===== config.mk =====
export PLATFORM = sky130hd
export DESIGN_NAME = muldiv_ctrl
export DESIGN_NICKNAME = d
export VERILOG_FILES = /design/src/rtl/muldiv_pkg.sv /design/src/rtl/muldiv_watchdog.sv /design/src/rtl/muldiv_ctrl.sv
export SDC_FILE = /design/constraint.sdc
export NUM_CORES = 1
export LEC_CHECK = 0
export CAP_MARGIN = 20
export CORE_MARGIN = 2
export CORE_UTILIZATION = 39
export CTS_CLUSTER_DIAMETER = 100
export DETAILED_ROUTE_END_ITERATION = 8
export PLACE_DENSITY_LB_ADDON = 0.15
export SLEW_MARGIN = 25
export SYNTH_ARGS = -nofsm -noshare
export SYNTH_HDL_FRONTEND = slang
export SYNTH_SLANG_ARGS = --single-unit

===== constraint.sdc =====
create_clock -name clock -period 1.7 [get_ports clock]
set_input_delay 0.34 -clock clock [delete_from_list [all_inputs] [get_ports clock]]
set_output_delay 0.34 -clock clock [all_outputs]
set_load 0.05 [all_outputs]

===== src/rtl/muldiv_pkg.sv =====
// muldiv_pkg: shared types and constants for the multiply/divide sequencer.
// Holds the FSM state and operation encodings used by muldiv_ctrl.
package muldiv_pkg;

  localparam int MULDIV_WIDTH = 32;

  typedef enum logic [1:0] {
    IDLE,
    RUN,
    WRITE,
    DONE
  } muldiv_state_t;

  typedef enum logic [1:0] {
    OP_NONE,
    OP_MULT,
    OP_DIV
  } muldiv_op_t;

endpackage


===== src/rtl/muldiv_watchdog.sv =====
// muldiv_watchdog: RUN-cycle counter with limit compare.
// Only instantiated when MULDIV_TIMEOUT_EN is defined.
module muldiv_watchdog
  import muldiv_pkg::*;
#(
  parameter int MAX_CYCLES = 1048575,
  parameter int CNT_W      = 20
) (
  input  logic clock,
  input  logic reset,
  input  logic clear,
  input  logic run,
  output logic expired
);

  localparam logic [CNT_W-1:0] LIMIT =
    CNT_W'(MAX_CYCLES - 1);

  logic [CNT_W-1:0] cnt;

  // count completed RUN cycles; restart on every accepted request
  always_ff @(posedge clock) begin
    if (reset || clear) begin
      cnt <= '0;
    end else if (run) begin
      cnt <= cnt + 1'b1;
    end
  end

  // high during the MAX_CYCLES-th RUN cycle
  assign expired = run && (cnt == LIMIT);

endmodule


===== src/rtl/muldiv_ctrl.sv =====
// muldiv_ctrl: sequences the iterative multiply/divide units into HI/LO.
// Optional watchdog abort is built when MULDIV_TIMEOUT_EN is defined.
module muldiv_ctrl
  import muldiv_pkg::*;
#(
  parameter int WIDTH      = MULDIV_WIDTH,
  parameter int MAX_CYCLES = 1048575,
  parameter int CNT_W      = 20
) (
  input  logic             clock,
  input  logic             reset,
  input  logic             start_mult,
  input  logic             start_div,
  input  logic             finalMult,
  input  logic             finalDiv,
  input  logic             zeroDiv,
  input  logic [WIDTH-1:0] mult_hi,
  input  logic [WIDTH-1:0] mult_lo,
  input  logic [WIDTH-1:0] div_hi,
  input  logic [WIDTH-1:0] div_lo,
  output logic             multControl,
  output logic             divControl,
  output logic             hi_load,
  output logic             lo_load,
  output logic [WIDTH-1:0] hi_in,
  output logic [WIDTH-1:0] lo_in,
  output logic             busy,
  output logic             done,
  output logic             div_zero,
  output logic             timeout
);

  if (MAX_CYCLES < 1 ||
      longint'(MAX_CYCLES) >= (longint'(1) << CNT_W))
  begin : g_bad_cfg
    $error("muldiv_ctrl: MAX_CYCLES does not fit CNT_W");
  end

  muldiv_state_t state;
  muldiv_op_t    op;
  logic          accept;
  logic          in_run;
  logic          sel_final;
  logic          expired;

  assign accept = (state == IDLE) && (start_div || start_mult);
  assign in_run = (state == RUN);

  // completion flag of the unit that owns the current operation
  always_comb begin
    sel_final = 1'b0;
    unique case (1'b1)
      op == OP_DIV:  sel_final = finalDiv;
      op == OP_MULT: sel_final = finalMult;
      default:       sel_final = 1'b0;
    endcase
  end

`ifdef MULDIV_TIMEOUT_EN
  muldiv_watchdog #(
    .MAX_CYCLES (MAX_CYCLES),
    .CNT_W      (CNT_W)
  ) u_wd (
    .clock   (clock),
    .reset   (reset),
    .clear   (accept),
    .run     (in_run),
    .expired (expired)
  );
`else
  assign expired = 1'b0;
`endif

  // sequencer FSM; every output is a register
  always_ff @(posedge clock) begin
    if (reset) begin
      state       <= IDLE;
      op          <= OP_NONE;
      multControl <= 1'b0;
      divControl  <= 1'b0;
      hi_load     <= 1'b0;
      lo_load     <= 1'b0;
      hi_in       <= '0;
      lo_in       <= '0;
      busy        <= 1'b0;
      done        <= 1'b0;
      div_zero    <= 1'b0;
      timeout     <= 1'b0;
    end else begin
      hi_load <= 1'b0;
      lo_load <= 1'b0;
      done    <= 1'b0;
      unique case (state)
        IDLE: begin
          if (start_div) begin
            op         <= OP_DIV;
            divControl <= 1'b1;
            busy       <= 1'b1;
            state      <= RUN;
          end else if (start_mult) begin
            op          <= OP_MULT;
            multControl <= 1'b1;
            busy        <= 1'b1;
            state       <= RUN;
          end
        end
        RUN: begin
          if (sel_final) begin
            multControl <= 1'b0;
            divControl  <= 1'b0;
            hi_load     <= 1'b1;
            lo_load     <= 1'b1;
            if (op == OP_DIV) begin
              hi_in <= div_hi;
              lo_in <= div_lo;
            end else begin
              hi_in <= mult_hi;
              lo_in <= mult_lo;
            end
            div_zero <= (op == OP_DIV) && zeroDiv;
            state    <= WRITE;
          end else if (expired) begin
            multControl <= 1'b0;
            divControl  <= 1'b0;
            busy        <= 1'b0;
            done        <= 1'b1;
            timeout     <= 1'b1;
            state       <= DONE;
          end
        end
        WRITE: begin
          busy  <= 1'b0;
          done  <= 1'b1;
          state <= DONE;
        end
        DONE: begin
          div_zero <= 1'b0;
          timeout  <= 1'b0;
          op       <= OP_NONE;
          state    <= IDLE;
        end
        default: begin
          state <= IDLE;
        end
      endcase
    end
  end

endmodule


==> run_results.csv <==
group,metric,value,unit
setup_path,critPathKind,"reg -> reg",
routing,first_pass_iters,4,
final_layout,fin_nets,695,
routing,drt.antenna.violating_nets,0,
pwr,clock_power_share,0.198,
clock_network,cts_tree,"done",
timing,period_share,0.950,
clock_network,cts.clk_slew.worst_paths,0.08,ns
final_layout,nFillCells,776,
final_layout,ff_latch_area,1490,µm²
pwr,total_power,5.73,mW
timing,hold_viol_final,0,
placement,globalplace.congestion,0.778,
final_layout,drive_above_1_share,0.280,
final_layout,multi_input_comb_area,2040,µm²
setup_path,cp_max_fo,37,
final_layout,final_cell_mix,"133 x clkdlybuf4s50_1, 80 x buf_4, 73 x dfxtp_1",
logic_synthesis,synth_seq_cells,74,
routing,drc,0,
timing,layout_min_cycle_time,1.61,ns
setup_path,arrival,1.87,ns
floorplanning,rows,35,
floorplanning,die_x,102,µm
grt,grt_pass1_vias,3337,
setup_path,cp-end-kind,"flip-flop",
floorplanning,start_util,0.405,
pwr,sw_frac_of_total,0.375,
logic_synthesis,synth_nets,500,
final_layout,n_antenna_cell,0,
pwr,power_density,954,nW/µm²
timing,worst_hold_slack,0.324,ns
status,status,"complete, no violations",
pwr,pwr-share-comb,0.460,
clock_network,cts.sinks,74,
pwr,p_int,3.58,mW
clock_network,cts_max_level,3,
logic_synthesis,syn_area_per_cell,10.5,µm²
logic_synthesis,seq_area_frac_synth,0.394,
final_layout,fin_cells,686,
grt,grt_pass1_wl,16100,µm
timing,fin_setup_tns,0,ns
logic_synthesis,syn_inst,358,
timing,maxSlewViolCount,0,
min_path,min_path_type,"in -> reg",
placement,io_buffers,205,
floorplanning,dieArea,10400,µm²
setup_path,required,1.95,ns
clock_network,cts-root-buf,"clkbuf_8",
logic_synthesis,yosysUniqueCellTypes,33,
routing,drt-initial-drc-count,68,
timing,max_freq,620,MHz
grt,gr-total-overflow,0,
pwr,leakage,2.17,nW
setup_path,startpoint_type,"flip-flop",
flow_run,cap_violations,0,
routing,wl,10900,µm
placement,post-place-cells,669,
timing,fin_skew,0.0110,ns
floorplanning,die_h,102,µm
floorplanning,num_io_pins,207,
final_layout,layout_commonest_cell,"clkdlybuf4s50_1",
grt,grt_max_degree,41,
floorplanning,coreArea,9280,µm²
logic_synthesis,synth.yosys.warnings,0,
timing,rsz0062_at_grt,"no",
routing,vias_per_cell,5.08,
routing,vias,3482,
final_layout,syn2layout_area_growth,59.8,%
final_layout,final_util,0.648,
clock_network,numCtsBuffers,9,
placement,detailed_place_hpwl,8080,µm
timing,finalSetupViolations,0,
grt,antenna_found_initial,0,
pwr,seq_power_share,0.342,
logic_synthesis,syn_area,3760,µm²
grt,grt_usage,0.195,
pwr,vdd_drop_max,0.000646,V
pwr,p_sw,2.15,mW
clock_network,clock_path_buffers,2,
clock_network,worstSkewPairLatency,0.34,ns
routing,routedWlPerCell,15.9,µm
sequential cells by signal (all words and copies together) (netlist names):
| name | flops |
|---|---|
| lo_in | 32 |
| hi_in | 32 |
| multControl | 1 |
| done | 1 |
| op | 2 |
| state | 2 |
| divControl | 1 |
| busy | 1 |
| div_zero | 1 |
| lo_load | 1 |
synthesized netlist by cell type (all sizes together):
library cell  instances  area (µm²)
a211oi               67         703
nand3b                1        7.51
a31oi                 2        12.5
nand2                 1        3.75
mux2i                66         661
ha                    7        87.6
a21oi                68         340
inv                   8        30.0
and2b                 1        10.0
conb                  1        3.75
o21ai                 3        15.0
a221o                 1        10.0
clkbuf                7        26.3
buf                  32         230
nand4                 1        6.26
nand2b                4        25.0
nor3b                 1        18.8
nor4                  1        6.26
dfxtp                74        1480
a22o                  1        8.76
a22oi                 1        12.5
nand3                 2        10.0
nor2b                 2        12.5
and2                  1        6.26
nor3                  1        10.0
nor2                  2        7.51
o211ai                1        7.51
o21bai                1        7.51
cell type report:
cell class | count | share of cell area
multi-input cells | 237 | 0.339
repair buffers | 223 | 0.355
clock inverters | 5 | 0.00541
clock buffers | 10 | 0.0212
inverters | 8 | 0.00499
flip-flops and latches | 74 | 0.247
well taps | 129 | 0.0268
worst paths after layout:
check                            from   endpoint  slack (ns)  cells past startpoint
worst max-delay path            op[0]  hi_in[14]        0.09                      6
worst min-delay path            reset       done        0.32                      2
worst max register to register  op[0]  hi_in[14]        0.09                      6
worst min register to register   busy       busy        0.48                      2
power groups by stage:
stage          Sequential [mW]  Clock (mW)  Combinational [mW]
3_5_place_dp              1.99           0                2.62
6_report                  1.96        1.14                2.64
3_3_place_gp              1.98           0                2.58
2_1_floorplan             2.30           0                1.45
4_1_cts                   1.95        1.18                2.65
5_1_grt                   1.98        1.26                2.82
logic make-up after synthesis:
kind of cell    share of synthesized area
mux                                 0.176
fa+ha+maj                          0.0233
other cells                      0.000997
flops                               0.394
compound gates                      0.297
simple gates                       0.0329
buf+inv                            0.0762
critical path, cell delays in order (launching register included):
cell and delay [ns]:
dfxtp_1 0.36, inv_1 0.09, ha_4 0.26, and2b_4 0.28, buf_12 0.20, a21oi_1 0.09, a211oi_1 0.23
repair_timing:
| item | CTS | global route |
|---|---|---|
| setup endpoints to repair | 2 | 61 |
| setup buffers | 0 | 1 |
| hold buffers | 0 | 0 |
| gates cloned | 0 | 1 |
| gates resized for setup | 1 | 5 |
| pin swaps | 0 | 2 |
layer usage:
layer  GRT usage  share of wire
met3      0.0431          0.071
met1       0.234           0.41
met2       0.334           0.50
met5           0              0
met4      0.0892          0.024
metrics by stage:
stage,area (µm²),setup slack [ns]
finish,6010,0.0858
global route,6010,0.00820
CTS,5960,0.0491
detailed placement,5790,-0.0266
global placement,5790,0.0120
floorplan,3760,0.132
(Power assumes the default switching activity.)
